==> src/rtl/csa_stream_accumulator_if.sv <==
// Operand/result handshake bundle for csa_stream_accumulator.
// master = producer/consumer side, slave = accumulator side.
interface csa_stream_accumulator_if #(
  parameter int IN_W  = 21,
  parameter int ACC_W = 24,
  parameter int CNT_W = 8
);
  logic             in_valid;
  logic             in_ready;
  logic [IN_W-1:0]  in_data;
  logic             in_last;
  logic             out_valid;
  logic             out_ready;
  logic [ACC_W-1:0] out_sum;
  logic [CNT_W-1:0] out_count;
  logic             out_ovf;

  modport master (
    output in_valid, in_data, in_last, out_ready,
    input  in_ready, out_valid, out_sum, out_count, out_ovf
  );

  modport slave (
    input  in_valid, in_data, in_last, out_ready,
    output in_ready, out_valid, out_sum, out_count, out_ovf
  );
endinterface

==> src/rtl/csa_stream_accumulator.sv <==
// Carry-save stream accumulator: one 3:2 compression per beat, final CPA
// on the last beat. Ports: clk, rst_n (async low), bus (slave modport).
module csa_stream_accumulator #(
  parameter int IN_W   = 21,
  parameter int ACC_W  = 24,
  parameter bit SIGNED = 1'b0,
  parameter int CNT_W  = 8
) (
  input logic clk,
  input logic rst_n,
  csa_stream_accumulator_if.slave bus
);

  localparam int GAP = ACC_W - IN_W;
  localparam logic [CNT_W-1:0] BOUND = CNT_W'(1) << GAP;

  typedef enum logic [1:0] {
    ACCUM   = 2'd0,
    RESOLVE = 2'd1,
    OUTPUT  = 2'd2
  } state_t;

  state_t           state;
  state_t           state_nx;
  logic [ACC_W-1:0] s;
  logic [ACC_W-1:0] c;
  logic [ACC_W-1:0] x;
  logic [ACC_W-1:0] s_nx;
  logic [ACC_W-1:0] c_nx;
  logic [CNT_W-1:0] cnt;
  logic             ovf;
  logic             ext;
  logic             beat;

  assign ext  = SIGNED ? bus.in_data[IN_W-1] : 1'b0;
  assign x    = {{GAP{ext}}, bus.in_data};
  assign s_nx = s ^ c ^ x;
  // Majority carries move up one weight; the top carry falls off (wrap).
  assign c_nx = ((s & c) | (s & x) | (c & x)) << 1;

  assign bus.in_ready = (state == ACCUM);
  assign beat = bus.in_valid && bus.in_ready;

  always_comb begin
    state_nx = state;
    unique case (state)
      ACCUM:   if (beat && bus.in_last) state_nx = RESOLVE;
      RESOLVE: state_nx = OUTPUT;
      OUTPUT:  if (bus.out_ready) state_nx = ACCUM;
      default: state_nx = ACCUM;
    endcase
  end

  always_ff @(posedge clk or negedge rst_n) begin
    if (!rst_n) state <= ACCUM;
    else        state <= state_nx;
  end

  always_ff @(posedge clk or negedge rst_n) begin
    if (!rst_n) begin
      s             <= '0;
      c             <= '0;
      cnt           <= '0;
      ovf           <= 1'b0;
      bus.out_sum   <= '0;
      bus.out_count <= '0;
      bus.out_ovf   <= 1'b0;
      bus.out_valid <= 1'b0;
    end else begin
      unique case (state)
        ACCUM: begin
          if (beat) begin
            s <= s_nx;
            c <= c_nx;
            if (cnt != '1) cnt <= cnt + CNT_W'(1);
            // Past 2^GAP beats the sum may exceed ACC_W bits.
            if (cnt == BOUND) ovf <= 1'b1;
          end
        end
        RESOLVE: begin
          bus.out_sum   <= s + c;
          bus.out_count <= cnt;
          bus.out_ovf   <= ovf;
          bus.out_valid <= 1'b1;
          s             <= '0;
          c             <= '0;
          cnt           <= '0;
          ovf           <= 1'b0;
        end
        OUTPUT: begin
          if (bus.out_ready) bus.out_valid <= 1'b0;
        end
        default: ;
      endcase
    end
  end

endmodule

==> src/flat_wrapper.sv <==
// flat-port wrapper written by rule: the top's interface ports become plain ports
module csa_stream_accumulator_flat 
#(
  parameter int IN_W   = 21,
  parameter int ACC_W  = 24,
  parameter bit SIGNED = 1'b0,
  parameter int CNT_W  = 8
)
  (clk, rst_n, bus_in_valid, bus_in_data, bus_in_last, bus_out_ready, bus_in_ready, bus_out_valid, bus_out_sum, bus_out_count, bus_out_ovf);
  csa_stream_accumulator_if #(.IN_W(IN_W), .ACC_W(ACC_W), .CNT_W(CNT_W)) bus_i ();
  input logic clk;
  input logic rst_n;
  input wire logic [$bits(bus_i.in_valid)-1:0] bus_in_valid;
  input wire logic [$bits(bus_i.in_data)-1:0] bus_in_data;
  input wire logic [$bits(bus_i.in_last)-1:0] bus_in_last;
  input wire logic [$bits(bus_i.out_ready)-1:0] bus_out_ready;
  output wire logic [$bits(bus_i.in_ready)-1:0] bus_in_ready;
  output wire logic [$bits(bus_i.out_valid)-1:0] bus_out_valid;
  output wire logic [$bits(bus_i.out_sum)-1:0] bus_out_sum;
  output wire logic [$bits(bus_i.out_count)-1:0] bus_out_count;
  output wire logic [$bits(bus_i.out_ovf)-1:0] bus_out_ovf;
  assign bus_i.in_valid = bus_in_valid;
  assign bus_i.in_data = bus_in_data;
  assign bus_i.in_last = bus_in_last;
  assign bus_i.out_ready = bus_out_ready;
  assign bus_in_ready = bus_i.in_ready;
  assign bus_out_valid = bus_i.out_valid;
  assign bus_out_sum = bus_i.out_sum;
  assign bus_out_count = bus_i.out_count;
  assign bus_out_ovf = bus_i.out_ovf;
  csa_stream_accumulator #(.IN_W(IN_W), .ACC_W(ACC_W), .SIGNED(SIGNED), .CNT_W(CNT_W)) u_core (.clk(clk), .rst_n(rst_n), .bus(bus_i));
endmodule
==> config.mk <==
export PLATFORM = sky130hd
export DESIGN_NAME = csa_stream_accumulator_flat
export DESIGN_NICKNAME = d
export VERILOG_FILES = /design/src/rtl/csa_stream_accumulator_if.sv /design/src/rtl/csa_stream_accumulator.sv /design/src/flat_wrapper.sv
export SDC_FILE = /design/constraint.sdc
export NUM_CORES = 1
export LEC_CHECK = 0
export BUFFER_PORTS_ARGS = -buffer_cell sky130_fd_sc_hd__clkbuf_2
export CAP_MARGIN = 5
export CELL_PAD_IN_SITES_DETAIL_PLACEMENT = 0
export CELL_PAD_IN_SITES_GLOBAL_PLACEMENT = 1
export CORE_ASPECT_RATIO = 0.8
export CORE_MARGIN = 4
export CORE_UTILIZATION = 49
export DETAILED_ROUTE_END_ITERATION = 8
export PLACE_DENSITY = 0.94
export SLEW_MARGIN = 10
export SYNTH_ARGS = -nofsm -noshare
export SYNTH_HDL_FRONTEND = slang
export SYNTH_SLANG_ARGS = --single-unit
==> constraint.sdc <==
create_clock -name clk -period 4.1 [get_ports clk]
set_clock_uncertainty 0.2 [all_clocks]
set_input_delay 0.205 -clock clk [delete_from_list [all_inputs] [get_ports clk]]
set_output_delay 0.205 -clock clk [all_outputs]
set_load 0.02 [all_outputs]
==> results list <==
- Starting density of the core: 0.508
* Ratio of final minimum period to clock period: 0.757
- The floorplan step defined a die boundary enclosing 11,800 µm².
- XOR/XNOR Fraction of Synth Area: 0.0354
- For the worst setup path, the data arrival time is 3.18 ns.
- The flow ran to the end, and the final reports show no timing, DRC or antenna violations.
- Of the synthesized area, sequential elements account for 0.465.
- Required time worst endpoint: between 4 and 5 ns
* Count of mapped cells out of synthesis: roughly 470
- Total via count after detailed routing: between 3,000 and 4,000
- STA classifies the critical path startpoint as a register.
- Summed over all failing endpoints, the final setup total negative slack is 0 ns.
- Clock tree from TritonCTS: done
- Before antenna repair, the detailed router went through 4 iterations.
- Fillers: about 830
- Area fraction in compound gates after synthesis: 0.199
* Peak supply drop: approximately 0.42 mV
* Top-level I/O count: between 60 and 70
- Routed wirelength normalized by instance count: approximately 16 µm
* Worst min-delay path startpoint: bus_in_data[0]
- Static leakage: 0.00279 µW
* Crit path time final: 3.10 ns
- In this run the core area contains 32 standard-cell rows.
* Adder-cell area share of the yosys netlist: 0.148
* Worst slew margin relative to its limit: 0.327
* Actual slew at the worst max-slew pin: roughly 1.0 ns
- CTS sink cnt: between 90 and 100
- Setup repair after global routing left no endpoint under its margin.
- Buffers inserted during clock tree synthesis total 9.
* Die W: 120 µm
* Register clock-pin slew on the reported worst setup and hold paths: roughly 0.060 ns
- The congestion estimate from routability-driven global placement came to 0.829.
- Share of cells above drive strength 1: 0.155
- Number of remaining DRC errors: 0
* GRT Resource Usage Total: 0.189
- Counting flops with an async set or reset pin after synthesis yields a share of 1.00.
- CTS built an H-tree with a depth of 3.
- Total number of nets in the final design: roughly 600
- After detailed routing, the total wire length is around 11,000 µm.
* Final number of hold-violating endpoints: 0
- Of the total synthesized cell area, the portion taken by AND, OR, NAND and NOR gates is 0.130.
* Number of different library cells in the post-synthesis netlist: between 40 and 50
- Average size of a mapped cell: around 10 µm²
- Number of antenna violations at the first check in global routing: 0
* Clock latency reported for the late side of the worst-skew pair: 0.34 ns
* Max-Cap Viols: 0
* Prevailing post-synth register cell: dfrtp_1
- The min-delay analysis places its worst path in the category in2reg.
* Global-route wire length before repair: between 15,000 and 20,000 µm
- After the first detailed-routing iteration, the DRC count stood at 209.
* Average via count per standard cell: ~5.6
* Worst Path Class, Setup: reg2reg
- Number of antenna cells inserted: 0
* Core occupancy in the finished layout: 0.587
- For flop-to-flop paths, the worst setup slack is roughly 1 ns.
* Warnings, synthesis: 0
* Post-CTS Resized: 0
* Endpoints failing setup: 0
* Pins Over Slew Limit: 0
- Based on the critical path, the design can be clocked at up to roughly 320 MHz.
* CP Launch Point: u_core.c[1]
- Compared with the post-synthesis result, the final layout area differs by 15.5%.
* Library cell used as clock root buffer: clkbuf_16
* Total of flip-flops plus latches after synthesis: 92
- Counting along the longest clock path gives a buffer depth of 2.
* Syn Nets: between 500 and 600
- In this run the critical register-to-register path is launched from u_core.c[1].
* Largest fanout of any net on the critical path: 6
- Type of element capturing the critical path: register
- Die Y-Extent: 97.9 µm
- Via count of the first global-routing pass: approximately 3,700
* Largest net degree at the start of global routing: 58
- Leaving out fill and tap cells, the most frequent cell in the layout is dfrtp_1.
* Placed wire-length estimate after detailed placement: between 7000 and 8000 µm
* Final Total Pwr: between 4000 and 5000 µW
- The synthesized design contains 0 enable-type register cells.
* Commonest cells after routing, fill and taps aside: dfrtp_1, nand2_1, clkbuf_2
- Core Region: slightly below 10,000 µm²
- Main combinational cell family by area after synthesis: compound AO/OA/AOI/OAI gates
* Count of input and output buffers: 60
* Total global routing overflow: 0
- Post-route antenna net violation count: 0
- Netlist Area Pre-Place: 4950 µm²
- Power density over cell area: 713 nW/µm²
- After synthesis, the share of cell area in mux cells is 0.
## where the power goes
group	leakage, µW	switching (µW)	internal, µW
clock network	0.000145	350	470
logic	0.00144	1010	721
registers	0.00121	290	1240
total	0.00279	1650	2430
## kinds of logic after synthesis
logic type | count (synthesis)
AOI/OAI and AO/OA | 143
xor gates and xnor gates | 20
adders and majority gates | 46
buffers and inverters | 30
DFF | 92
and+or+nand+nor | 142
## path summary, 6_finish.rpt
check | to | cells past startpoint
worst max-delay path | u_core.bus.out_sum[19] | 10
worst min-delay path | u_core.s[0] | 3
worst max register to register | u_core.bus.out_sum[19] | 10
worst min register to register | u_core.bus.out_ovf | 2
max in group asynchronous | u_core.c[8] | 3
min in group asynchronous | u_core.cnt[1] | 2
## routing by layer
layer	GRT usage	up-vias	share of wire
met5	0	-	0
met4	0.0470	0	0.0061
met3	0.0481	4	0.046
met2	0.288	79	0.46
met1	0.273	1844	0.49
li1	-	1815	-
## sequential cells by signal, summed over array words and instances (netlist names)
| signal | count |
|---|---|
| u_core.bus.out_sum | 24 |
| u_core.s | 24 |
| u_core.c | 23 |
| u_core.bus.out_count | 8 |
| u_core.cnt | 8 |
| u_core.state | 2 |
| u_core.bus.out_ovf | 1 |
| u_core.bus.out_valid | 1 |
| u_core.ovf | 1 |
## cells in the mapped netlist, types with 8 or more instances
| cell | instances | area (µm²) |
|---|---|---|
| dfrtp_1 | 92 | 2300 |
| nand2_1 | 77 | 289 |
| a22o_1 | 46 | 403 |
| o21ai_0 | 38 | 190 |
| ha_1 | 25 | 313 |
| a21oi_1 | 23 | 115 |
| fa_1 | 21 | 420 |
| nor2_1 | 21 | 78.8 |
| clkbuf_1 | 20 | 75.1 |
| xnor2_1 | 10 | 87.6 |
| xor2_1 | 10 | 87.6 |
| a21o_1 | 8 | 60.1 |
| inv_1 | 8 | 30.0 |
| nand3_1 | 8 | 40.0 |
## critical path, cell delays in order (launching register included)
cell and delay (ns):
dfrtp_1 0.40, ha_1 0.23, inv_1 0.07, fa_1 0.40, and2b_1 0.23, o31a_1 0.16
o21ai_1 0.09, a211o_1 0.35, a221o_1 0.38, or4_1 0.43, nand3_1 0.10
## area by class of cell
type                       count  area (µm²)  area share
inverter                       8        30.0     0.00526
clock buffer                   9         225      0.0394
multi-input combinational    351        2550       0.446
timing repair buffer          68         373      0.0653
sequential                    92        2300       0.403
tap                          136         170      0.0298
clock inverter                 7        66.3      0.0116
## stage by stage
| step | cell area (µm²) | std cells | setup WS, ns | hold slack [ns] |
|---|---|---|---|---|
| after floorplan | 4950 | 473 | 1.29 | -0.291 |
| after global placement | 5380 | 651 | 1.17 | 0.0989 |
| after detailed placement | 5380 | 651 | 1.04 | 0.107 |
| after CTS | 5710 | 671 | 1.02 | 0.0122 |
| after global routing | 5710 | 671 | 0.856 | 0.0421 |
| final | 5710 | 671 | 0.996 | 0.0237 |
## what timing repair did
action	CTS	global route
hold endpoints to repair	58	0
buffers inserted	0	0
hold buffers	4	0
Power figures use the tool's default switching activity.
